### config.mk
export PLATFORM = sky130hd
export DESIGN_NAME = etapa_emision
export DESIGN_NICKNAME = d
export VERILOG_FILES = /design/src/rtl/etapa_emision_pkg.sv /design/src/rtl/decodificador_instr.sv /design/src/rtl/etapa_emision.sv
export SDC_FILE = /design/constraint.sdc
export NUM_CORES = 1
export LEC_CHECK = 0
export ABC_AREA = 0
export BUFFER_PORTS_ARGS = -buffer_cell sky130_fd_sc_hd__clkbuf_2
export CELL_PAD_IN_SITES_DETAIL_PLACEMENT = 0
export CELL_PAD_IN_SITES_GLOBAL_PLACEMENT = 1
export CORE_ASPECT_RATIO = 0.9
export CORE_MARGIN = 4
export CORE_UTILIZATION = 43
export DETAILED_ROUTE_END_ITERATION = 8
export PLACE_DENSITY = 0.86
export SKIP_LAST_GASP = 1
export SYNTH_ARGS = -nofsm -noshare
export SYNTH_HDL_FRONTEND = slang
export SYNTH_SLANG_ARGS = --single-unit
export TNS_END_PERCENT = 30
### constraint.sdc
create_clock -name clk -period 3.2 [get_ports clk]
set_input_delay 0.48 -clock clk [delete_from_list [all_inputs] [get_ports clk]]
set_output_delay 0.48 -clock clk [all_outputs]
set_load 0.005 [all_outputs]
### src/rtl/etapa_emision_pkg.sv
// Shared RV32I decode definitions: opcode constants, format codes and the decoded-instruction payload.
package etapa_emision_pkg;

    localparam int unsigned INSTR_W = 32;
    localparam int unsigned FIELD_W = 5;

    localparam logic [6:0] OP_R      = 7'b0110011;
    localparam logic [6:0] OP_IMM    = 7'b0010011;
    localparam logic [6:0] OP_LOAD   = 7'b0000011;
    localparam logic [6:0] OP_JALR   = 7'b1100111;
    localparam logic [6:0] OP_STORE  = 7'b0100011;
    localparam logic [6:0] OP_BRANCH = 7'b1100011;
    localparam logic [6:0] OP_LUI    = 7'b0110111;
    localparam logic [6:0] OP_AUIPC  = 7'b0010111;
    localparam logic [6:0] OP_JAL    = 7'b1101111;

    typedef enum logic [2:0] {
        FMT_NONE = 3'd0,
        FMT_R    = 3'd1,
        FMT_I    = 3'd2,
        FMT_S    = 3'd3,
        FMT_B    = 3'd4,
        FMT_U    = 3'd5,
        FMT_J    = 3'd6
    } fmt_e;

    // Register fields are already zeroed when the format does not use them.
    typedef struct packed {
        logic [6:0]         opcode;
        logic [2:0]         funct3;
        logic [6:0]         funct7;
        logic [FIELD_W-1:0] rs1;
        logic [FIELD_W-1:0] rs2;
        logic [FIELD_W-1:0] rd;
        logic               rs1_used;
        logic               rs2_used;
        logic               we;
        logic               illegal;
        logic [INSTR_W-1:0] imm;
    } dec_t;

    function automatic fmt_e fmt_of(input logic [6:0] op);
        case (op)
            OP_R:                      return FMT_R;
            OP_IMM, OP_LOAD, OP_JALR:  return FMT_I;
            OP_STORE:                  return FMT_S;
            OP_BRANCH:                 return FMT_B;
            OP_LUI, OP_AUIPC:          return FMT_U;
            OP_JAL:                    return FMT_J;
            default:                   return FMT_NONE;
        endcase
    endfunction

endpackage

### src/rtl/decodificador_instr.sv
// Combinational RV32I decoder: field extraction, format, source-used flags and immediate.
module decodificador_instr
    import etapa_emision_pkg::*;
(
    input  logic [INSTR_W-1:0] instr,
    output dec_t               dec
);

    fmt_e               fmt;
    logic               rd_used;
    logic [INSTR_W-1:0] imm_i;
    logic [INSTR_W-1:0] imm_s;
    logic [INSTR_W-1:0] imm_b;
    logic [INSTR_W-1:0] imm_u;
    logic [INSTR_W-1:0] imm_j;

    assign fmt   = fmt_of(instr[6:0]);
    assign imm_i = {{20{instr[31]}}, instr[31:20]};
    assign imm_s = {{20{instr[31]}}, instr[31:25], instr[11:7]};
    assign imm_b = {{19{instr[31]}}, instr[31], instr[7], instr[30:25], instr[11:8], 1'b0};
    assign imm_u = {instr[31:12], 12'd0};
    assign imm_j = {{11{instr[31]}}, instr[31], instr[19:12], instr[20], instr[30:21], 1'b0};

    // Illegal opcodes decode as a NOP: no sources, no destination, zero immediate.
    always_comb begin
        dec          = '0;
        rd_used      = fmt inside {FMT_R, FMT_I, FMT_U, FMT_J};
        dec.opcode   = instr[6:0];
        dec.funct3   = instr[14:12];
        dec.funct7   = instr[31:25];
        dec.illegal  = (fmt == FMT_NONE);
        dec.rs1_used = fmt inside {FMT_R, FMT_I, FMT_S, FMT_B};
        dec.rs2_used = fmt inside {FMT_R, FMT_S, FMT_B};
        dec.rs1      = dec.rs1_used ? instr[19:15] : '0;
        dec.rs2      = dec.rs2_used ? instr[24:20] : '0;
        dec.rd       = rd_used ? instr[11:7] : '0;
        dec.we       = rd_used && (instr[11:7] != '0);
        case (fmt)
            FMT_I:   dec.imm = imm_i;
            FMT_S:   dec.imm = imm_s;
            FMT_B:   dec.imm = imm_b;
            FMT_U:   dec.imm = imm_u;
            FMT_J:   dec.imm = imm_j;
            default: dec.imm = '0;
        endcase
    end

endmodule

### src/rtl/etapa_emision.sv
// Decode/issue stage: scoreboard of pending writes, RAW/WAW stall and issue register feeding the register file.
// Optional macro WB_BYPASS_EN lets a same-cycle write-back release a stall immediately.
module etapa_emision
    import etapa_emision_pkg::*;
#(
    parameter int unsigned N = 5,
    parameter int unsigned M = 32
) (
    input  logic               clk,
    input  logic               rst,
    input  logic               instr_valid,
    input  logic [INSTR_W-1:0] instr,
    output logic               instr_ready,
    output logic [N-1:0]       addr_rs1,
    output logic [N-1:0]       addr_rs2,
    output logic               issue_valid,
    input  logic               issue_ready,
    output logic [N-1:0]       issue_rd,
    output logic               issue_we,
    output logic [6:0]         issue_opcode,
    output logic [2:0]         issue_funct3,
    output logic [6:0]         issue_funct7,
    output logic [M-1:0]       issue_imm,
    output logic               issue_illegal,
    input  logic               wb_valid,
    input  logic [N-1:0]       wb_rd
);

    localparam int unsigned NREG = 2 ** N;

    dec_t            dec;
    logic [N-1:0]    rs1;
    logic [N-1:0]    rs2;
    logic [N-1:0]    rd;
    logic [NREG-1:0] busy;
    logic [NREG-1:0] busy_nxt;
    logic [NREG-1:0] busy_eff;
    logic [NREG-1:0] wb_mask;
    logic [NREG-1:0] set_mask;
    logic            hazard;
    logic            accept;

    decodificador_instr u_dec (
        .instr (instr),
        .dec   (dec)
    );

    assign rs1 = N'(dec.rs1);
    assign rs2 = N'(dec.rs2);
    assign rd  = N'(dec.rd);

    assign wb_mask  = wb_valid ? (NREG'(1) << wb_rd) : '0;
    assign set_mask = (accept && dec.we) ? (NREG'(1) << rd) : '0;

`ifdef WB_BYPASS_EN
    assign busy_eff = busy & ~wb_mask;
`else
    assign busy_eff = busy;
`endif

    assign hazard = (dec.rs1_used && busy_eff[rs1]) ||
                    (dec.rs2_used && busy_eff[rs2]) ||
                    (dec.we       && busy_eff[rd]);

    assign instr_ready = (!issue_valid || issue_ready) && !hazard;
    assign accept      = instr_valid && instr_ready;

    // Clear before set so a same-cycle allocate of the written-back register stays busy; x0 never busy.
    assign busy_nxt = ((busy & ~wb_mask) | set_mask) & ~NREG'(1);

    always_ff @(posedge clk or negedge rst) begin
        if (!rst) begin
            busy <= '0;
        end else begin
            busy <= busy_nxt;
        end
    end

    // Issue register: replaced on accept, emptied on a consume without a replacement.
    always_ff @(posedge clk or negedge rst) begin
        if (!rst) begin
            issue_valid   <= 1'b0;
            addr_rs1      <= '0;
            addr_rs2      <= '0;
            issue_rd      <= '0;
            issue_we      <= 1'b0;
            issue_opcode  <= '0;
            issue_funct3  <= '0;
            issue_funct7  <= '0;
            issue_imm     <= '0;
            issue_illegal <= 1'b0;
        end else if (accept) begin
            issue_valid   <= 1'b1;
            addr_rs1      <= rs1;
            addr_rs2      <= rs2;
            issue_rd      <= rd;
            issue_we      <= dec.we;
            issue_opcode  <= dec.opcode;
            issue_funct3  <= dec.funct3;
            issue_funct7  <= dec.funct7;
            issue_imm     <= M'($signed(dec.imm));
            issue_illegal <= dec.illegal;
        end else if (issue_valid && issue_ready) begin
            issue_valid   <= 1'b0;
        end
    end

endmodule
# Word-level counts from Yosys, hierarchy flattened
# Cells that the tools add are included.
# Widths: inputs -> output; s select.
[classes]
order_cmp = 3
n_div = 0
mux = 15
add_sub_neg = 0
reduce_logical = 21
eq_ne = 15
mul = 0
bitwise_logic = 3
shifts = 2
[ops]
columns = ["op", "count"]
rows = [
  ["$pmux 32 s5", 1],
  ["$mux 32", 2],
  ["$shl 1x5->32 const A", 2],
  ["$and 32x32->32", 1],
  ["$not 32->32", 1],
  ["$or 32x32->32", 1],
  ["$eq 7x6->1 const B", 3],
  ["$eq 7x7->1 const B", 3],
  ["$lt 5x6->1 const B", 3],
  ["$pmux 3 s6", 1],
  ["$bmux 1 s5", 3],
  ["$mux 5", 3],
  ["$eq 7x5->1 const B", 2],
  ["$eq 3x3->1 const B", 3],
  ["$logic_and 1x1->1", 8],
  ["$reduce_bool 4->1", 2],
  ["$eq 7x2->1 const B", 1],
  ["$eq 3x2->1 const B", 2],
  ["$mux 1", 5],
  ["$reduce_bool 5->1", 1],
  ["$eq 3x1->1 const B", 1],
  ["$logic_not 3->1", 1],
  ["$logic_or 1x1->1", 3],
  ["$reduce_bool 3->1", 1],
  ["4 further kinds", 5],
]
[totals]
ram_bits = 0
rom_bits = 0
out_inout_bits = 68
reg_bits = 98
wordCells = 70
input_bits = 42
n_memories = 0
latch_bits = 0

# Longest topological paths before layout
[logic_depth]
word_depth = 17
ltp_mapped = 11
depth_no_buf = 7

# Cells and area by module
# Synthesis repeated with hierarchy kept, for this count alone.
[unflattened]
hier_cells = 536
hier_area_um2 = 5776.8
[by_module_without_submodules]
columns = ["module", "seq_area_each_um2", "instances", "cells_each", "area_each_um2"]
rows = [
  ["etapa_emision", 2452.4, 1, 408, 4853.4],
  ["decodificador_instr", 0.0, 1, 128, 923.4],
]

# Worst setup path after synthesis
# No wires, ideal clock.
[synth_path]
path_kind = "input to register"
from = "in instr[7]"
to = "reg issue_imm[11]"
stages = 10
path_slack_ns = 0.096
arrival_ns = 2.976
t_required_ns = 3.073
path_buffers = 3
setup_time_ns = 0.127
cell_sequence = "clkbuf_1 > mux4_2 > mux2i_1 > nor2b_1 > o311a_1 > a2111oi_4 > and3_1 > buf_4 > buf_8 > mux2_1"
[synth_via]
elab_chain_len = 8
elab_cells_between_ends = 11
classes_between = "4 x mux; 7 x reduce/logical"
[synth_lines]
columns = ["item", "line_no", "source"]
rows = [
  ["start: declaration", "etapa_emision.sv:12", "input logic [INSTR_W-1:0] instr,"],
  ["$mux 5", "decodificador_instr.sv:36", "dec.rd = rd_used ? instr[11:7] : '0;"],
  ["$bmux 1 s5", "etapa_emision.sv:63", "(dec.we && busy_eff[rd]);"],
  ["$mux 1 (not written as such)", "etapa_emision.sv:63", ""],
  ["$logic_and 1x1->1", "etapa_emision.sv:63", ""],
  ["$logic_or 1x1->1", "etapa_emision.sv:62", "(dec.rs2_used && busy_eff[rs2]) ||"],
  ["$logic_not 1->1", "etapa_emision.sv:65", "assign instr_ready = (!issue_valid || issue_ready) && !hazard;"],
  ["$logic_and 1x1->1", "etapa_emision.sv:65", ""],
  ["$logic_and 1x1->1", "etapa_emision.sv:66", "assign accept = instr_valid && instr_ready;"],
  ["end signal: assignment", "etapa_emision.sv:101", "issue_imm <= M'($signed(dec.imm));"],
  ["end: declaration", "etapa_emision.sv:23", "output logic [M-1:0] issue_imm,"],
]
# Several ways; a longest one is shown, not always the timed one. The select of a mux whose other input is x is not followed.
# A chain may end at the register's enable or synchronous reset.

# Worst setup path after layout
[layout_path]
from = "reg busy[28]"
to = "out instr_ready"
[layout_via]
elab_chain_len = 7
elab_cells_between_ends = 13
classes_between = "6 x mux; 7 x reduce/logical"
[layout_lines]
columns = ["item", "line_no", "source"]
rows = [
  ["start: declaration", "etapa_emision.sv:35", "logic [NREG-1:0] busy;"],
  ["start signal: assignment", "etapa_emision.sv:75", "busy <= busy_nxt;"],
  ["$bmux 1 s5, on equally long branches", "etapa_emision.sv:61, etapa_emision.sv:62", ""],
  ["$mux 1, on equally long branches", "etapa_emision.sv:61, etapa_emision.sv:62", ""],
  ["$logic_and 1x1->1, on equally long branches", "etapa_emision.sv:61, etapa_emision.sv:62", ""],
  ["$logic_or 1x1->1", "etapa_emision.sv:61", "assign hazard = (dec.rs1_used && busy_eff[rs1]) ||"],
  ["$logic_or 1x1->1 *", "etapa_emision.sv:62", ""],
  ["$logic_not 1->1 *", "etapa_emision.sv:65", ""],
  ["$logic_and 1x1->1 *", "etapa_emision.sv:65", ""],
  ["end: declaration", "etapa_emision.sv:13", "output logic instr_ready,"],
]
# Every way passes the cells marked *; elsewhere a longest branch is shown, timed or not. The select of a mux whose other input is x is not followed.

==> results list <==
* Status: completed
- Before CTS, the worst setup slack after placement is ~0.015 ns.
* Post-route core utilization: a little over half
* Global Route Usage Sum: around 22%
- Final antenna-violating net count: 0
- In this run the core area contains 38 standard-cell rows.
* Layout Nets: slightly below 700
- Worst reg2reg setup slack: between 0.2 and 0.3 ns
- Unrepaired setup endpoints after global routing: true
* Count of vias placed by the detailed router: between 4k and 5k
* Async set or reset register ratio after synthesis: 100%
* Endpoint required time on the critical path: about 2.7 ns
- H-Tree Depth: 3
- In this run, synthesis inferred 0 flip-flops with an integrated enable.
* Area fraction of the dominant cell type after synthesis: between 40% and 50%
* Post-synthesis cell count: 521
- TritonCTS built the clock tree.
- Remaining Overflow, GRT: 0
* Endpoints failing hold: 0
- Proportion of layout cells with a drive suffix above 1: between 30% and 40%
- In this run the worst setup path begins at busy[28]$_DFF_PN0_.
- Entering global routing, the biggest net connects 61 pins.
- The tree is rooted in a clkbuf_16.
- After filler insertion, the fill cell instance count of the layout stands at between 1k and 1.5k.
- The first routing iteration left 386 violations.
- The worst register-to-register path ends at issue_opcode[5]$_DFFE_PN0P_.
- In the final layout, flip-flops and latches occupy around 0.0025 mm^2.
* Total inserted antenna cells: 0
* Placer Congestion: between 0.9 and 1
- In the routed design, unresolved DRC markers number 0.
- For this design, the sink count on the clock tree is 98.
- In this run the static leakage power is roughly 3.2 nW.
- Total wire length: 16.1 mm
- Worst Setup Path Type: reg2out
* Floorplan core area: around 0.012 mm^2
* Count leader, synth: dfrtp_1
- Static timing analysis puts the maximum clock frequency at around 310 MHz.
- Input and output buffers added on the ports amount to ~110.
- Vias in the first global route: between 4k and 5k
* Max Cap Violations: 0
- Clock tree synthesis inserted a total of 9 buffers.
- Area leader, netlist: dfrtp_1
- Power spread over the standard cell area amounts to approximately 450 mW/mm^2.
* Seq/Total Area, Yosys: 44.5%
- For the pin with the worst max-slew slack, the measured transition is between 0.8 and 0.9 ns.
- Max-Slew Margin vs Limit: between 40% and 50%
- Worst clock skew on the final layout: about 0.0054 ns
- Following the worst setup path forward leads to its endpoint at instr_ready.
- Floorplan die area: 0.0147 mm^2
* Final worst path period need: around 3.2 ns
* Post-Syn Nets: 563
- Synth-to-layout area growth: 22.6%
- The die is between 100 and 150 um tall.
- The design draws about 3 mW.
* Share of the clock period used by the worst path after layout: between 90% and 100%
* IO Pins: 110
* Post-route worst setup slack: roughly 0.025 ns
- The initial antenna violation count is 0.
- Global-route wire length before repair: 25.3 mm
- Summing all multi-input logic gate instances after layout gives 0.00272 mm^2.
* Synth cell types: 62
- Dominant synthesized flop cell: dfrtp_1
- Setup violations remaining at the end of the flow were counted as 0.
- The initial utilization of the core area, before any placement, comes to around 45%.
* Worst Path Max Fanout: 4
- CP Launch Type: register
- Including well taps, the total number of placed cells is a little under 800.
- Depth of the worst register-to-register path: 9
* Number of warnings issued by yosys: 0
* Peak supply drop: around 0.00025 V
- After clock tree synthesis, the clock-pin slew on the worst setup and hold paths is approximately 0.060 ns.
- Synth Cell Area: between 0.005 and 0.006 mm^2
* Mean instance size in the synthesized netlist: 10.6 um^2
* Synth cell count leaders: 98 x dfrtp_1, 51 x mux2i_1, 49 x o21ai_0, 43 x nand2_1, 40 x inv_1
* Source-to-sink clock delay at the later pin of the worst-skew pair: ~0.35 ns
- Total of flip-flops plus latches after synthesis: 98
- In the post-synthesis netlist, the biggest area contributors are dfrtp_1 44%, mux2i_1 9.3%, mux4_2 4.5%, o21ai_0 4.4%, mux2_4 3.3%.
* Type of destination of the critical path: primary output
- The tightest min-delay check is of the in2async type.
- Number of cells in the finished layout apart from fillers: between 800 and 900
- In this run the deepest clock path goes through 2 buffers.
- DP HPWL: between 10 and 15 mm
- Via/cell ratio: ~5.8
- Number of optimization iterations in the first detailed-route pass: 5
- In this run the horizontal extent of the chip is between 100 and 150 um.
- In this run the critical register-to-register path is launched from busy[28]$_DFF_PN0_.
- The final max-slew violation count is 0.
- At the worst endpoint, the arrival time is approximately 2.7 ns.
- Wire per inst: 19.8 um
[cell type report]
cell class                      instances  share of cell area [%]
Clock buffer                           12                    3.65
Clock inverter                          4                    1.11
Inverter                               40                    2.22
Multi-Input combinational cell        351                    40.2
Sequential cell                        98                    36.3
Tap cell                              160                    2.96
Timing Repair Buffer                  149                    13.6
[layer usage]
| layer | wire (um) | track usage [%] |
|---|---|---|
| met5 | 0 | 0 |
| met4 | 311 | 6.72 |
| met3 | 1150 | 4.61 |
| met2 | 7300 | 33.4 |
| met1 | 7350 | 31.9 |
[logic make-up after synthesis]
kind of cell	share of synthesized area (%)
DFF	44.5
AOI/OAI and AO/OA	16.2
and+or+nand+nor	11.4
buffers and inverters	6.47
muxes	21.5
[placed cells by master (no fill, tap or decap), types with 4 or more instances in the layout]
cell,n
clkbuf_16,9
buf_12,5
inv_1,40
clkbuf_2,107
a22o_1,4
dfrtp_1,96
mux2_2,7
buf_4,36
mux2_4,12
o31ai_1,16
a21oi_1,29
mux4_2,11
nor2b_1,12
nand3_1,10
nor3_1,4
nand2b_1,5
mux2_1,15
nand2_1,43
nor2_1,16
o21ai_0,49
mux2i_1,51
and2_1,5
[power breakdown]
group	internal [mW]	switching (mW)	total, mW	leakage, nW
Combinational	0.231	0.254	0.485	1.73
Sequential	1.31	0.0482	1.36	1.31
Clock	0.707	0.467	1.17	0.149
[critical path, cell delays in order, from the launching register on]
cell       delay (ns)
dfrtp_1          0.44
mux2_2           0.29
o2bb2ai_1        0.13
o41a_1           0.46
o311a_1          0.18
a2111oi_4        0.43
buf_4            0.19
and2_4           0.14
buf_6            0.08
[stage by stage]
stage | hold slack [ns] | cell area (um^2) | setup TNS (ns)
after floorplan | 0.184 | 5520 | 0
after global placement | 0.469 | 6350 | 0
after detailed placement | 0.476 | 6350 | 0
after CTS | 0.218 | 6680 | 0
after global routing | 0.254 | 6760 | -0.0419
final | 0.199 | 6760 | 0
[flip-flops by register name, summed over array words and instances, names as in the netlist, 3 cells and up]
register and cells:
issue_imm 32, busy 31, issue_funct7 7, issue_opcode 7, addr_rs1 5, addr_rs2 5, issue_rd 5, issue_funct3 3
[worst min-delay path by stage]
stage	start	endpoint	cells past startpoint
after detailed placement	addr_rs2[4]$_DFFE_PN0P_	addr_rs2[4]$_DFFE_PN0P_	1
after floorplan	rst	addr_rs1[0]$_DFFE_PN0P_	0
after global placement	addr_rs2[4]$_DFFE_PN0P_	addr_rs2[4]$_DFFE_PN0P_	1
final	rst	issue_imm[15]$_DFFE_PN0P_	1
after global routing	rst	issue_funct3[2]$_DFFE_PN0P_	1
after CTS	rst	issue_imm[15]$_DFFE_PN0P_	1
[timing repair]
item,4_1_cts,5_1_grt
resized for setup,0,5
hold buffers,0,0
setup buffers,0,9
endpoints found under the setup margin,0,1
No activity file was read; power rests on OpenSTA's default activity.
